## src/rtl/time_set_module_pkg.sv

```systemverilog
// Shared definitions for the time-set editor: field layout, wrap limits,
// state encoding (doubles as the Mode code) and the field increment helper.
package time_set_module_pkg;

  localparam int TIME_W    = 15;
  localparam int DAY_LSB   = 12;
  localparam int DAY_W     = 3;
  localparam int HOUR_LSB  = 7;
  localparam int HOUR_W    = 5;
  localparam int MTENS_LSB = 4;
  localparam int MTENS_W   = 3;
  localparam int MONES_LSB = 0;
  localparam int MONES_W   = 4;

  localparam int MTENS_MAX = 5;
  localparam int MONES_MAX = 9;

  typedef enum logic [2:0] {
    ST_IDLE   = 3'd0,
    ST_DAY    = 3'd1,
    ST_HOUR   = 3'd2,
    ST_MTENS  = 3'd3,
    ST_MONES  = 3'd4,
    ST_COMMIT = 3'd5
  } state_t;

  // Advance only the field selected by the edit state. Anything at or above
  // its limit (including out-of-range captured values) wraps to zero.
  function automatic logic [TIME_W-1:0] bump_field(
    input logic [TIME_W-1:0] t,
    input state_t            field,
    input int                day_max,
    input int                hour_max
  );
    logic [TIME_W-1:0] r;
    r = t;
    case (field)
      ST_DAY:
        r[DAY_LSB +: DAY_W] = (int'(t[DAY_LSB +: DAY_W]) >= day_max)
                            ? '0 : t[DAY_LSB +: DAY_W] + DAY_W'(1);
      ST_HOUR:
        r[HOUR_LSB +: HOUR_W] = (int'(t[HOUR_LSB +: HOUR_W]) >= hour_max)
                              ? '0 : t[HOUR_LSB +: HOUR_W] + HOUR_W'(1);
      ST_MTENS:
        r[MTENS_LSB +: MTENS_W] = (int'(t[MTENS_LSB +: MTENS_W]) >= MTENS_MAX)
                                ? '0 : t[MTENS_LSB +: MTENS_W] + MTENS_W'(1);
      ST_MONES:
        r[MONES_LSB +: MONES_W] = (int'(t[MONES_LSB +: MONES_W]) >= MONES_MAX)
                                ? '0 : t[MONES_LSB +: MONES_W] + MONES_W'(1);
      default: r = t;
    endcase
    return r;
  endfunction

endpackage

```

## src/rtl/time_set_module_button_edge.sv

```systemverilog
// Rising-edge detector for one debounced button, gated by Enable so that
// edges seen while disabled are discarded rather than queued.
module button_edge_module (
  input  logic clk,
  input  logic rst_n,
  input  logic enable,
  input  logic btn,
  output logic press
);

  logic prev;

  // NOTE: prev resets to 1 so a button already held when reset is released
  // must be let go and pressed again before it counts.
  // NOTE: sequential state uses non-blocking assignment so every flop samples
  // pre-edge values regardless of block ordering.
  always_ff @(posedge clk or negedge rst_n) begin
    if (!rst_n)      prev <= 1'b1;
    else if (enable) prev <= btn;
  end

  assign press = enable & btn & ~prev;

endmodule

```

## src/rtl/time_set_module.sv

```systemverilog
// Time-set editor: captures CTO, steps through day/hour/minute fields with
// Set, increments with Inc, and commits to current_time_module via one LD pulse.
module time_set_module
  import time_set_module_pkg::*;
#(
  parameter int TIMEOUT_CYCLES = 64,
  parameter int DAY_MAX        = 6,
  parameter int HOUR_MAX       = 23
) (
  input  logic              Clock,
  input  logic              Clear,
  input  logic              Enable,
  input  logic              Set_Btn,
  input  logic              Inc_Btn,
  input  logic              Cancel_Btn,
  input  logic [TIME_W-1:0] CTO,
  output logic [TIME_W-1:0] CTI,
  output logic              LD,
  output logic [2:0]        Mode,
  output logic              Editing
);

  localparam int CNT_W = (TIMEOUT_CYCLES > 2) ? $clog2(TIMEOUT_CYCLES) : 1;

  state_t           state;
  logic [CNT_W-1:0] idle_cnt;
  logic             set_press;
  logic             inc_press;
  logic             cancel_press;

  button_edge_module u_set_edge (
    .clk    (Clock),
    .rst_n  (Clear),
    .enable (Enable),
    .btn    (Set_Btn),
    .press  (set_press)
  );

  button_edge_module u_inc_edge (
    .clk    (Clock),
    .rst_n  (Clear),
    .enable (Enable),
    .btn    (Inc_Btn),
    .press  (inc_press)
  );

  button_edge_module u_cancel_edge (
    .clk    (Clock),
    .rst_n  (Clear),
    .enable (Enable),
    .btn    (Cancel_Btn),
    .press  (cancel_press)
  );

  always_ff @(posedge Clock or negedge Clear) begin
    if (!Clear) begin
      state    <= ST_IDLE;
      CTI      <= '0;
      LD       <= 1'b0;
      Editing  <= 1'b0;
      idle_cnt <= '0;
    end else begin
      LD <= 1'b0;
      case (state)
        ST_IDLE: begin
          if (set_press) begin
            CTI      <= CTO;
            state    <= ST_DAY;
            Editing  <= 1'b1;
            idle_cnt <= '0;
          end
        end

        ST_DAY, ST_HOUR, ST_MTENS, ST_MONES: begin
          // Presses are already gated by Enable; this gate freezes the counter.
          if (Enable) begin
            if (cancel_press) begin
              state   <= ST_IDLE;
              Editing <= 1'b0;
            end else if (set_press) begin
              idle_cnt <= '0;
              case (state)
                ST_DAY:   state <= ST_HOUR;
                ST_HOUR:  state <= ST_MTENS;
                ST_MTENS: state <= ST_MONES;
                default: begin
                  state   <= ST_COMMIT;
                  LD      <= 1'b1;
                  Editing <= 1'b0;
                end
              endcase
            end else if (inc_press) begin
              CTI      <= bump_field(CTI, state, DAY_MAX, HOUR_MAX);
              idle_cnt <= '0;
            end else if (idle_cnt == CNT_W'(TIMEOUT_CYCLES - 1)) begin
              state   <= ST_IDLE;
              Editing <= 1'b0;
            end else begin
              idle_cnt <= idle_cnt + CNT_W'(1);
            end
          end
        end

        // Commit completes even with Enable low so LD is never left pending.
        ST_COMMIT: state <= ST_IDLE;

        default: begin
          state   <= ST_IDLE;
          Editing <= 1'b0;
        end
      endcase
    end
  end

  assign Mode = state;

endmodule

```

## config.mk

```make
export PLATFORM = sky130hd
export DESIGN_NAME = time_set_module
export DESIGN_NICKNAME = d
export VERILOG_FILES = /design/src/rtl/time_set_module_pkg.sv /design/src/rtl/time_set_module_button_edge.sv /design/src/rtl/time_set_module.sv
export SDC_FILE = /design/constraint.sdc
export NUM_CORES = 1
export LEC_CHECK = 0
export BUFFER_PORTS_ARGS = -buffer_cell sky130_fd_sc_hd__buf_2
export CAP_MARGIN = 5
export CORE_ASPECT_RATIO = 1.2
export CORE_MARGIN = 3
export CORE_UTILIZATION = 30
export CTS_CLUSTER_DIAMETER = 120
export DETAILED_ROUTE_END_ITERATION = 8
export PLACE_DENSITY = 0.47
export SLEW_MARGIN = 5
export SYNTH_ARGS = -nofsm -noshare
export SYNTH_HDL_FRONTEND = slang
export SYNTH_SLANG_ARGS = --single-unit
```

## constraint.sdc

```tcl
create_clock -name Clock -period 3.68 [get_ports Clock]
set_clock_uncertainty 0.05 [all_clocks]
set_input_delay 0.552 -clock Clock [delete_from_list [all_inputs] [get_ports Clock]]
set_output_delay 0.552 -clock Clock [all_outputs]
set_load 0.05 [all_outputs]
```

==> flow_summary.toml, run 1 <==
[synth]
synth-main-ff-cell = "sky130_fd_sc_hd__dfrtp_1"
post_synth_main_area_contributors = "sky130_fd_sc_hd__dfrtp_1 35%, sky130_fd_sc_hd__ha_1 6.0%, sky130_fd_sc_hd__a21oi_1 5.9%"
ys_seq_area_share_pct = 39.1
ys_async_sr_fraction_pct = 100
synthesis.area_per_instance_sq_um = 8.93
synth-edff-count = 0
synth_top_area_cell = "sky130_fd_sc_hd__dfrtp_1"
yosys.cell_count.top_type = "sky130_fd_sc_hd__dfrtp_1"
synth.distinct_cells = 52
synth_commonest_cells = "26 x sky130_fd_sc_hd__dfrtp_1, 22 x sky130_fd_sc_hd__a21oi_1, 18 x sky130_fd_sc_hd__nor2_1, 17 x sky130_fd_sc_hd__o21ai_0, 14 x sky130_fd_sc_hd__inv_1"
yosysWarnings = 0
area_share_of_the_leading_cell_type_in_the_synthesized_netlist_pct = 34.9
yosys_reg_bits = 29
synthesis.nets = 239
synth_cells = 209
post_synth_instance_area_sq_mm = 0.00187

[finish]
num_antenna_cells = 0
multiInputGateArea_sq_mm = 0.00104
seqCellArea_sq_um = 729
post_route_cells_drive_above_1_share_pct = 24.5
design.final.nets = 279
nFillCells = 629
stdcell_count = 329
syn2layout_area_growth_pct = 18.4

[detailed_routing]
drt_pass1_iterations = 4
vias = 1700
vias_per_cell = 5.17
drt-total-wl_um = 4470
wl_per_cell_um = 13.6
detailedRoute.firstIterationViolations = 84
drc_errors = 0
postRouteAntennaNets = 0

[flow_run]
max_cap_viol_count = 0

[setup_path]
timing.critical_path.slowest_stage_cell = "sky130_fd_sc_hd__dfrtp_1"
timing.critical_path.fanout_max = 22
critical_path_required_ns = 3.83
slowest_delay_ns = 0.53
crit_path_end_kind = "flop"
reg2reg_depth = 5
data_arrival_time_at_the_worst_slack_endpoint_ns = 2.55
crit_chain = "o21ai_0 -> nand2_1 -> a21oi_1 -> a32oi_1 -> o22ai_1"
setup.worst_path.class = "flop to flop"
crit_path_start_kind = "flop"

[clock_tree]
worstSkewPairLatency_ns = 0.28
cts.repair_timing.setup_buffer_count = 0
cts.reportedPaths.clkPinSlew_ns = 0.06
clk_root_buffer_cell = "sky130_fd_sc_hd__clkbuf_8"
cts-htree-levels = 2
clkSinkCount = 29
post_cts.resized_instances = 0
postCtsHoldBufs = 0
cts_tree = "yes"
clock_tree.buffer_depth = 2
tritoncts.num_buffers = 5

[timing]
final-hold-violation-count = 0
final.hold.worst_slack_ns = 0.251
rsz0062_at_grt = "no"
clock.fmax_mhz = 416
final_period_utilization_pct = 65.4
post-route-min-period_ns = 2.41
fin_ws_ns = 1.27
setup_viol_count_final = 0
worstMarginPinSlew_ns = 0.751
drv_slew = 0
slew-limit-headroom_pct = 49.7
setup_tns_ns = 0

[floorplanning]
dieArea_sq_mm = 0.00721
chipHeight_um = 92.4
die_width_um = 78.0
core_area_sq_mm = 0.00586
initial_core_util_pct = 31.9
rows = 30
pin_count = 41

[placement]
hpwlAfterDp_um = 3250
place_worst_setup_slack_ns = 1.27
place_congestion = 0.809
post-place-cells = 322
port_buffers = 40

[power]
pwr_density_cell_mw_per_mm2 = 954
total_power_consumption_mw = 2.11
ir_drop_mv = 0.315
power.leakage_nw = 0.998

[global_route]
grt_remaining_overflow = 0
vias_in_the_first_global_route = 1637
grt_start_max_net_pins = 30
antenna_found_initial = 0
grt_use_total_pct = 13.2
grt_pass1_wl_um = 7650

[status]
outcome = "finished clean"

[worst_hold_path]
hp-class = "primary input to asynchronous set/reset pin"
[final cells by class]
type | instances | area share [%]
multi-input combinational | 159 | 47.1
inverter | 14 | 2.38
clock buffer | 7 | 3.91
timing repair buffer | 40 | 9.06
tap | 80 | 4.53
sequential | 29 | 33.0
[power breakdown]
part | total (mW) | switching, mW | leakage [nW] | internal, mW
registers | 0.607 | 0.166 | 0.353 | 0.442
logic | 1.23 | 0.849 | 0.601 | 0.381
clock network | 0.271 | 0.122 | 0.0443 | 0.148
[flip-flops by register name, indices dropped and copies added (netlist names)]
register,cells
LD,1
Mode,3
idle_cnt,6
u_set_edge.prev,1
Editing,1
CTI,15
u_cancel_edge.prev,1
u_inc_edge.prev,1
[worst paths after layout]
check | slack [ns] | start | to
worst max-delay path | 1.27 | Mode[0]$_DFFE_PN0P_ | CTI[2]$_DFFE_PN0P_
worst min-delay path | 0.25 | Clear | CTI[14]$_DFFE_PN0P_
worst max register to register | 1.27 | Mode[0]$_DFFE_PN0P_ | CTI[2]$_DFFE_PN0P_
worst min register to register | 0.45 | idle_cnt[0]$_DFFE_PN0P_ | idle_cnt[0]$_DFFE_PN0P_
max in group asynchronous | 2.90 | Clear | idle_cnt[2]$_DFFE_PN0P_
min in group Clock | 0.45 | idle_cnt[0]$_DFFE_PN0P_ | idle_cnt[0]$_DFFE_PN0P_
[logic make-up after synthesis]
logic type | synth area share [%]
compound gates | 25.8
simple gates | 21.0
flops | 39.1
buf+inv | 5.16
fa+ha+maj | 6.64
mux | 2.35
[per-stage QoR]
step	instance area, sq um	util [%]
global placement	2120	36.3
floorplan	1870	-
CTS	2210	37.7
global route	2210	37.7
detailed placement	2120	36.3
finish	2210	37.7
[cell usage in the layout (no fill, tap or decap), drive strengths merged, types with 2 or more instances in the layout]
master,instances
a41oi,2
mux2,3
a31oi,3
a211oi,2
nor3,2
or2,2
nand3b,3
o211ai,3
nand3,9
nor2,18
nand4,2
dfrtp,26
and2,3
a21oi,22
clkbuf,7
o22ai,4
o31ai,3
nor3b,3
o2bb2ai,2
and3,4
or3,2
o21ai,18
a32oi,2
nor4,3
dfstp,3
inv,14
nor2b,4
buf,40
a221oi,3
nand2b,4
ha,9
nand2,11
[layer usage]
layer / wire length (um) / track usage [%]
met3: 250 / 3.40
met1: 2020 / 17.1
met5: 0 / 0
met2: 2130 / 20.9
met4: 70 / 4.81
[critical path, delay by kind of cell, from the launching register on]
kind | cells | cell delay [ns]
and+or+nand+nor | 1 | 0.52
AOI/OAI and AO/OA | 4 | 1.22
DFF | 1 | 0.53
No activity file was read; power rests on OpenSTA's default activity.
==> run 2: changes to the inputs <==
--- a/config.mk
+++ b/config.mk
@@ -5,6 +5,7 @@
 export SDC_FILE = /design/constraint.sdc
 export NUM_CORES = 1
 export LEC_CHECK = 0
+export ABC_AREA = 1
 export BUFFER_PORTS_ARGS = -buffer_cell sky130_fd_sc_hd__buf_2
 export CAP_MARGIN = 5
 export CORE_ASPECT_RATIO = 1.2
@@ -12,7 +13,7 @@
 export CORE_UTILIZATION = 30
 export CTS_CLUSTER_DIAMETER = 120
 export DETAILED_ROUTE_END_ITERATION = 8
-export PLACE_DENSITY = 0.47
+export PLACE_DENSITY = 0.48
 export SLEW_MARGIN = 5
 export SYNTH_ARGS = -nofsm -noshare
 export SYNTH_HDL_FRONTEND = slang
==> constraint.sdc (replaced) <==
create_clock -name Clock -period 1.95 [get_ports Clock]
set_clock_uncertainty 0.05 [all_clocks]
set_input_delay 0.2925 -clock Clock [delete_from_list [all_inputs] [get_ports Clock]]
set_output_delay 0.2925 -clock Clock [all_outputs]
set_load 0.05 [all_outputs]
==> flow_summary.toml, run 2 <==
[global_route]
busiest_layer = "met2"
vias_in_the_first_global_route = 1842
antenna_found_initial = 0
global_route.usage.met2_pct = 22.3
grt_pass1_wl_um = 8370
grt_use_total_pct = 13.4
grt_remaining_overflow = 0
gr-usage-met3_pct = 3.26
grt_start_max_net_pins = 30
met1_usage_pct = 16.7

[power]
ir_drop_mv = 0.625
power.leakage_nw = 1.32
pwr_density_cell_mw_per_mm2 = 1980
total_power_consumption_mw = 4.88

[timing]
worstMarginPinSlew_ns = 0.699
final.hold.worst_slack_ns = -0.00640
drv_slew = 0
rsz0062_at_grt = "no"
clock.fmax_mhz = 586
post-route-min-period_ns = 1.71
final_period_utilization_pct = 87.5
setup_tns_ns = 0
slew-limit-headroom_pct = 53.4
setup_viol_count_final = 0
fin_ws_ns = 0.243
final-hold-violation-count = 5

[synth]
ys_async_sr_fraction_pct = 100
yosysWarnings = 0
synth.distinct_cells = 30
yosys.cell_count.top_type = "sky130_fd_sc_hd__nand2_1"
synthesis.area_per_instance_sq_um = 7.11
synth_commonest_cells = "112 x sky130_fd_sc_hd__nand2_1, 30 x sky130_fd_sc_hd__nand3_1, 26 x sky130_fd_sc_hd__dfrtp_1, 24 x sky130_fd_sc_hd__inv_1"
area_share_of_the_leading_cell_type_in_the_synthesized_netlist_pct = 31.6
post_synth_instance_area_sq_mm = 0.00206
synth-main-ff-cell = "sky130_fd_sc_hd__dfrtp_1"
synth-edff-count = 0
synth_top_area_cell = "sky130_fd_sc_hd__dfrtp_1"
post_synth_main_area_contributors = "sky130_fd_sc_hd__dfrtp_1 32%, sky130_fd_sc_hd__nand2_1 20%, sky130_fd_sc_hd__nand3_1 7.3%"
yosys_reg_bits = 29
synthesis.nets = 319
synth_cells = 289
ys_seq_area_share_pct = 35.5

[finish]
stdcell_count = 420
num_antenna_cells = 0
regMostFlops = "CTI"
max_reg_flops = 15
design.final.nets = 364
most_frequent_cells_in_the_layout = "112 x sky130_fd_sc_hd__nand2_1, 40 x sky130_fd_sc_hd__buf_2, 30 x sky130_fd_sc_hd__nand3_1"
nFillCells = 717
post_route_cells_drive_above_1_share_pct = 25.4
syn2layout_area_growth_pct = 19.6
stdcell_area_sq_mm = 0.00246
final_core_utilization_pct = 37.7
commonest_non_fill_non_tap_cell_in_the_layout = "sky130_fd_sc_hd__nand2_1"

[status]
failed_checks = "hold timing"
outcome = "complete, but fails checks"

[setup_path]
crit_path_end_kind = "flop"
data_arrival_time_at_the_worst_slack_endpoint_ns = 1.84
timing.critical_path.fanout_max = 15
critical_path_required_ns = 2.08
reg2reg_depth = 9
crit_path_start_kind = "flop"
setup.worst_path.class = "flop to flop"

[placement]
port_buffers = 40
hpwlAfterDp_um = 3720
placed_cell_area_sq_mm = 0.00234
place_congestion = 0.843
place_worst_setup_slack_ns = 0.246
post-place-cells = 412

[floorplanning]
pin_count = 41
initial_core_util_pct = 31.5
die_width_um = 81.6
core_area_sq_mm = 0.00653
rows = 32
chipHeight_um = 96.7
dieArea_sq_mm = 0.00789

[worst_hold_path]
hp-class = "primary input to asynchronous set/reset pin"

[clock_tree]
cts.repair_timing.setup_buffer_count = 0
tritoncts.num_buffers = 5
worstSkewPairLatency_ns = 0.29
clk_root_buffer_cell = "sky130_fd_sc_hd__clkbuf_8"
cts-htree-levels = 2
post_cts.resized_instances = 0
clkSinkCount = 29
clock_tree.buffer_depth = 2
cts.reportedPaths.clkPinSlew_ns = 0.07
cts_tree = "yes"
postCtsHoldBufs = 0

[detailed_routing]
wl_per_cell_um = 11.7
detailedRoute.firstIterationViolations = 72
vias_per_cell = 4.53
drt-total-wl_um = 4910
drc_errors = 0
postRouteAntennaNets = 0
drt_pass1_iterations = 4
vias = 1901

[flow_run]
max_cap_viol_count = 0
run 2: cell types whose count changed in the layout (fill, tap and decap cells not counted), moves of 6 or more:
cell / previous run / this run
sky130_fd_sc_hd__nand2_1: 11 / 112
sky130_fd_sc_hd__nand3_1: 8 / 30
sky130_fd_sc_hd__a21oi_1: 22 / 3
sky130_fd_sc_hd__inv_1: 14 / 24
sky130_fd_sc_hd__nand2_2: 0 / 8
sky130_fd_sc_hd__nor2_4: 0 / 6
sky130_fd_sc_hd__o21ai_1: 0 / 6
run 2: logic make-up (layout without fill, tap and decap cells):
kind of cell	after synthesis	in the layout	synth area share [%]
AOI/OAI and AO/OA	27	27	7.24
xor gates and xnor gates	4	4	1.70
adders and majority gates	9	9	5.48
buffers and inverters	34	80	7.18
DFF	29	29	35.5
and+or+nand+nor	186	186	42.9
run 2: area by class of cell:
type                       instances  area (sq um)  share of cell area, %
clock buffer                       7          86.3                   3.51
multi-input combinational        226          1180                   47.9
inverter                          30           113                   4.58
tap                               85           106                   4.33
timing repair buffer              42           215                   8.75
sequential                        29           729                   29.7
clock inverter                     1          30.0                   1.22
run 2: per-layer routing:
layer | vias to the layer above | wire length (um) | share of wire, %
li1 | 1009 | - | -
met1 | 845 | 2180 | 44
met5 | - | 0 | 0
met3 | 7 | 231 | 4.7
met2 | 40 | 2420 | 49
met4 | 0 | 84 | 1.7
run 2: where the power goes:
| group | leakage (nW) | total (mW) | internal [mW] | switching (mW) |
|---|---|---|---|---|
| registers | 0.370 | 1.09 | 0.821 | 0.269 |
| logic | 0.892 | 3.12 | 0.881 | 2.24 |
| clock network | 0.0585 | 0.664 | 0.417 | 0.248 |
run 2: critical path, cell delays in order (launching register included):
cell and delay [ns]:
sky130_fd_sc_hd__dfrtp_1 0.47, sky130_fd_sc_hd__o21ai_2 0.23, sky130_fd_sc_hd__nand2_4 0.17, sky130_fd_sc_hd__buf_4 0.22
sky130_fd_sc_hd__nand2_2 0.06, sky130_fd_sc_hd__nand3_2 0.11, sky130_fd_sc_hd__inv_2 0.11, sky130_fd_sc_hd__nand2_2 0.07
sky130_fd_sc_hd__nand2_1 0.07, sky130_fd_sc_hd__nand2_1 0.05
run 2: path summary, 6_finish.rpt:
check	startpoint	to	slack, ns
hold / removal	Clear	CTI[13]$_DFFE_PN0P_	-0.006
min in group Clock	Cancel_Btn	u_cancel_edge.prev$_DFFE_PN1P_	0.21
hold reg to reg	Editing$_DFFE_PN0P_	Editing$_DFFE_PN0P_	0.43
max in group asynchronous	Clear	Editing$_DFFE_PN0P_	1.39
setup reg to reg	Mode[1]$_DFFE_PN0P_	CTI[4]$_DFFE_PN0P_	0.24
setup / recovery	Mode[1]$_DFFE_PN0P_	CTI[4]$_DFFE_PN0P_	0.24
==> run 3: changes to the inputs <==
--- a/config.mk
+++ b/config.mk
@@ -10,11 +10,12 @@
 export CAP_MARGIN = 5
 export CORE_ASPECT_RATIO = 1.2
 export CORE_MARGIN = 3
-export CORE_UTILIZATION = 30
+export CORE_UTILIZATION = 50
 export CTS_CLUSTER_DIAMETER = 120
 export DETAILED_ROUTE_END_ITERATION = 8
-export PLACE_DENSITY = 0.48
+export PLACE_DENSITY = 0.74
 export SLEW_MARGIN = 5
 export SYNTH_ARGS = -nofsm -noshare
 export SYNTH_HDL_FRONTEND = slang
 export SYNTH_SLANG_ARGS = --single-unit
+export TNS_END_PERCENT = 20
==> flow_summary.toml, run 3 (synthesized netlist as in run 2, its figures left out) <==
[global_route]
grt_remaining_overflow = 0
grt_use_total_pct = 19.4
grt_start_max_net_pins = 30
grt_pass1_wl_um = 7650
vias_in_the_first_global_route = 1740
antenna_found_initial = 0

[power]
ir_drop_mv = 0.746
power.leakage_nw = 1.30
pwr_density_cell_mw_per_mm2 = 1960

[setup_path]
timing.critical_path.fanout_max = 12
critical_path.most_common_cell = "sky130_fd_sc_hd__nand2_1"
data_arrival_time_at_the_worst_slack_endpoint_ns = 1.89
timing.critical_path.slowest_stage_cell = "sky130_fd_sc_hd__dfrtp_1"
timing.critical_path.max_delay_family = "simple AND/OR/NAND/NOR gates"
crit_chain = "o21ai_2 -> nand2_4 -> nand2_1 -> nand2_2 -> nor2_4 -> nand2_4 -> nand2_1 -> nand2_1"
crit_path_start_kind = "flop"
slowest_delay_ns = 0.48
critical_path.n_buffers_inverters = 0
crit_path_end_kind = "flop"
setup.worst_path.class = "flop to flop"
critical_path_required_ns = 2.06

[clock_tree]
clk_root_buffer_cell = "sky130_fd_sc_hd__clkbuf_8"
worstSkewPairLatency_ns = 0.28
postCtsHoldBufs = 0
tritoncts.num_buffers = 5
clkSinkCount = 29
clock_tree.buffer_depth = 2
cts_tree = "yes"
cts.reportedPaths.clkPinSlew_ns = 0.06
cts-htree-levels = 2

[floorplanning]
chipHeight_um = 76.2
die_width_um = 64.5
initial_core_util_pct = 54.3
rows = 24
pin_count = 41
dieArea_sq_mm = 0.00492
core_area_sq_mm = 0.00378

[finish]
num_antenna_cells = 0
commonest_non_fill_non_tap_cell_in_the_layout = "sky130_fd_sc_hd__nand2_1"
post_route_cells_drive_above_1_share_pct = 24.6
final_core_utilization_pct = 62.7
syn2layout_area_growth_pct = 15.4
design.final.nets = 363
max_reg_flops = 15
stdcell_count = 386
regMostFlops = "CTI"
stdcell_area_sq_mm = 0.00237
most_frequent_cells_in_the_layout = "112 x sky130_fd_sc_hd__nand2_1, 40 x sky130_fd_sc_hd__buf_2, 30 x sky130_fd_sc_hd__nand3_1"

[flow_run]
max_cap_viol_count = 0

[timing]
slew-limit-headroom_pct = 56.0
final-hold-violation-count = 18
worstMarginPinSlew_ns = 0.660
rsz0062_at_grt = "no"
setup_viol_count_final = 0
drv_slew = 0
clock.fmax_mhz = 564
final.hold.worst_slack_ns = -0.0115
setup_tns_ns = 0
post-route-min-period_ns = 1.77
final_period_utilization_pct = 90.9

[placement]
place_congestion = 0.849
port_buffers = 40
placed_cell_area_sq_mm = 0.00229
hpwlAfterDp_um = 3260
post-place-cells = 377

[worst_hold_path]
hp-class = "primary input to asynchronous set/reset pin"

[detailed_routing]
drt-total-wl_um = 4420
wl_per_cell_um = 11.4
postRouteAntennaNets = 0
drt_pass1_iterations = 4
detailedRoute.firstIterationViolations = 88
vias = 1919
vias_per_cell = 4.97
drc_errors = 0

[status]
failed_checks = "hold timing"
outcome = "complete, but fails checks"
[run 3: cell count changes in the layout (fill, tap and decap cells not counted), sizes merged]
cell | before | now
bufinv | 1 | 0
buf | 42 | 40
nand2 | 122 | 123
clkbuf | 7 | 8
[run 3: path summary, 6_finish.rpt]
check                                          from                              to  slack [ns]  cells after the start
worst max-delay path            Mode[0]$_DFFE_PN0P_         idle_cnt[3]$_DFFE_PN0P_        0.18                      8
worst min-delay path                          Clear              CTI[0]$_DFFE_PN0P_       -0.01                      1
worst max register to register  Mode[0]$_DFFE_PN0P_         idle_cnt[3]$_DFFE_PN0P_        0.18                      8
worst min register to register  Editing$_DFFE_PN0P_             Editing$_DFFE_PN0P_        0.42                      2
max in group asynchronous                     Clear                    LD$_DFF_PN0_        1.43                      1
min in group Clock                       Cancel_Btn  u_cancel_edge.prev$_DFFE_PN1P_        0.20                      3
[run 3: layout make-up]
cell class	instances	area, sq um
Tap cell	52	65.1
Fill cell	386	1410
Timing Repair Buffer	40	200
Multi-Input combinational cell	227	1180
Sequential cell	29	729
Clock buffer	8	80.1
Inverter	30	113
[run 3: power by group]
| part | leakage, nW | internal (mW) | switching, mW |
|---|---|---|---|
| sequential | 0.370 | 0.822 | 0.260 |
| combinational | 0.886 | 0.866 | 2.24 |
| clock | 0.0395 | 0.253 | 0.220 |
| total | 1.30 | 1.94 | 2.72 |
[run 3: metal layers]
| metal | track usage (%) | vias to the layer above | wire (um) |
|---|---|---|---|
| met5 | 0 | - | 0 |
| met4 | 7.19 | 0 | 67 |
| met3 | 5.01 | 7 | 182 |
| met2 | 32.0 | 34 | 2220 |
| met1 | 24.2 | 868 | 1950 |
| li1 | - | 1010 | - |
[run 3: repair_timing]
item | in CTS | in global routing
setup buffers | 0 | 0
resized for setup | 0 | 0
setup endpoints to repair | 0 | 4
[run 3: stage by stage]
step | worst slack (ns) | hold slack (ns) | total power [mW]
after detailed placement | 0.214 | 0.317 | 4.16
after global placement | 0.239 | 0.313 | 4.14
after floorplan | 0.187 | -0.0531 | 3.63
after global routing | 0.000537 | 0.0317 | 5.14
after CTS | 0.158 | 0.0117 | 4.66
final | 0.178 | -0.0115 | 4.66
[run 3: worst reg2reg max path: stages (launching register included)]
cell	delay, ns
sky130_fd_sc_hd__dfrtp_1	0.48
sky130_fd_sc_hd__o21ai_2	0.29
sky130_fd_sc_hd__nand2_4	0.17
sky130_fd_sc_hd__nand2_1	0.15
sky130_fd_sc_hd__nand2_2	0.11
sky130_fd_sc_hd__nor2_4	0.19
sky130_fd_sc_hd__nand2_4	0.10
sky130_fd_sc_hd__nand2_1	0.07
sky130_fd_sc_hd__nand2_1	0.05
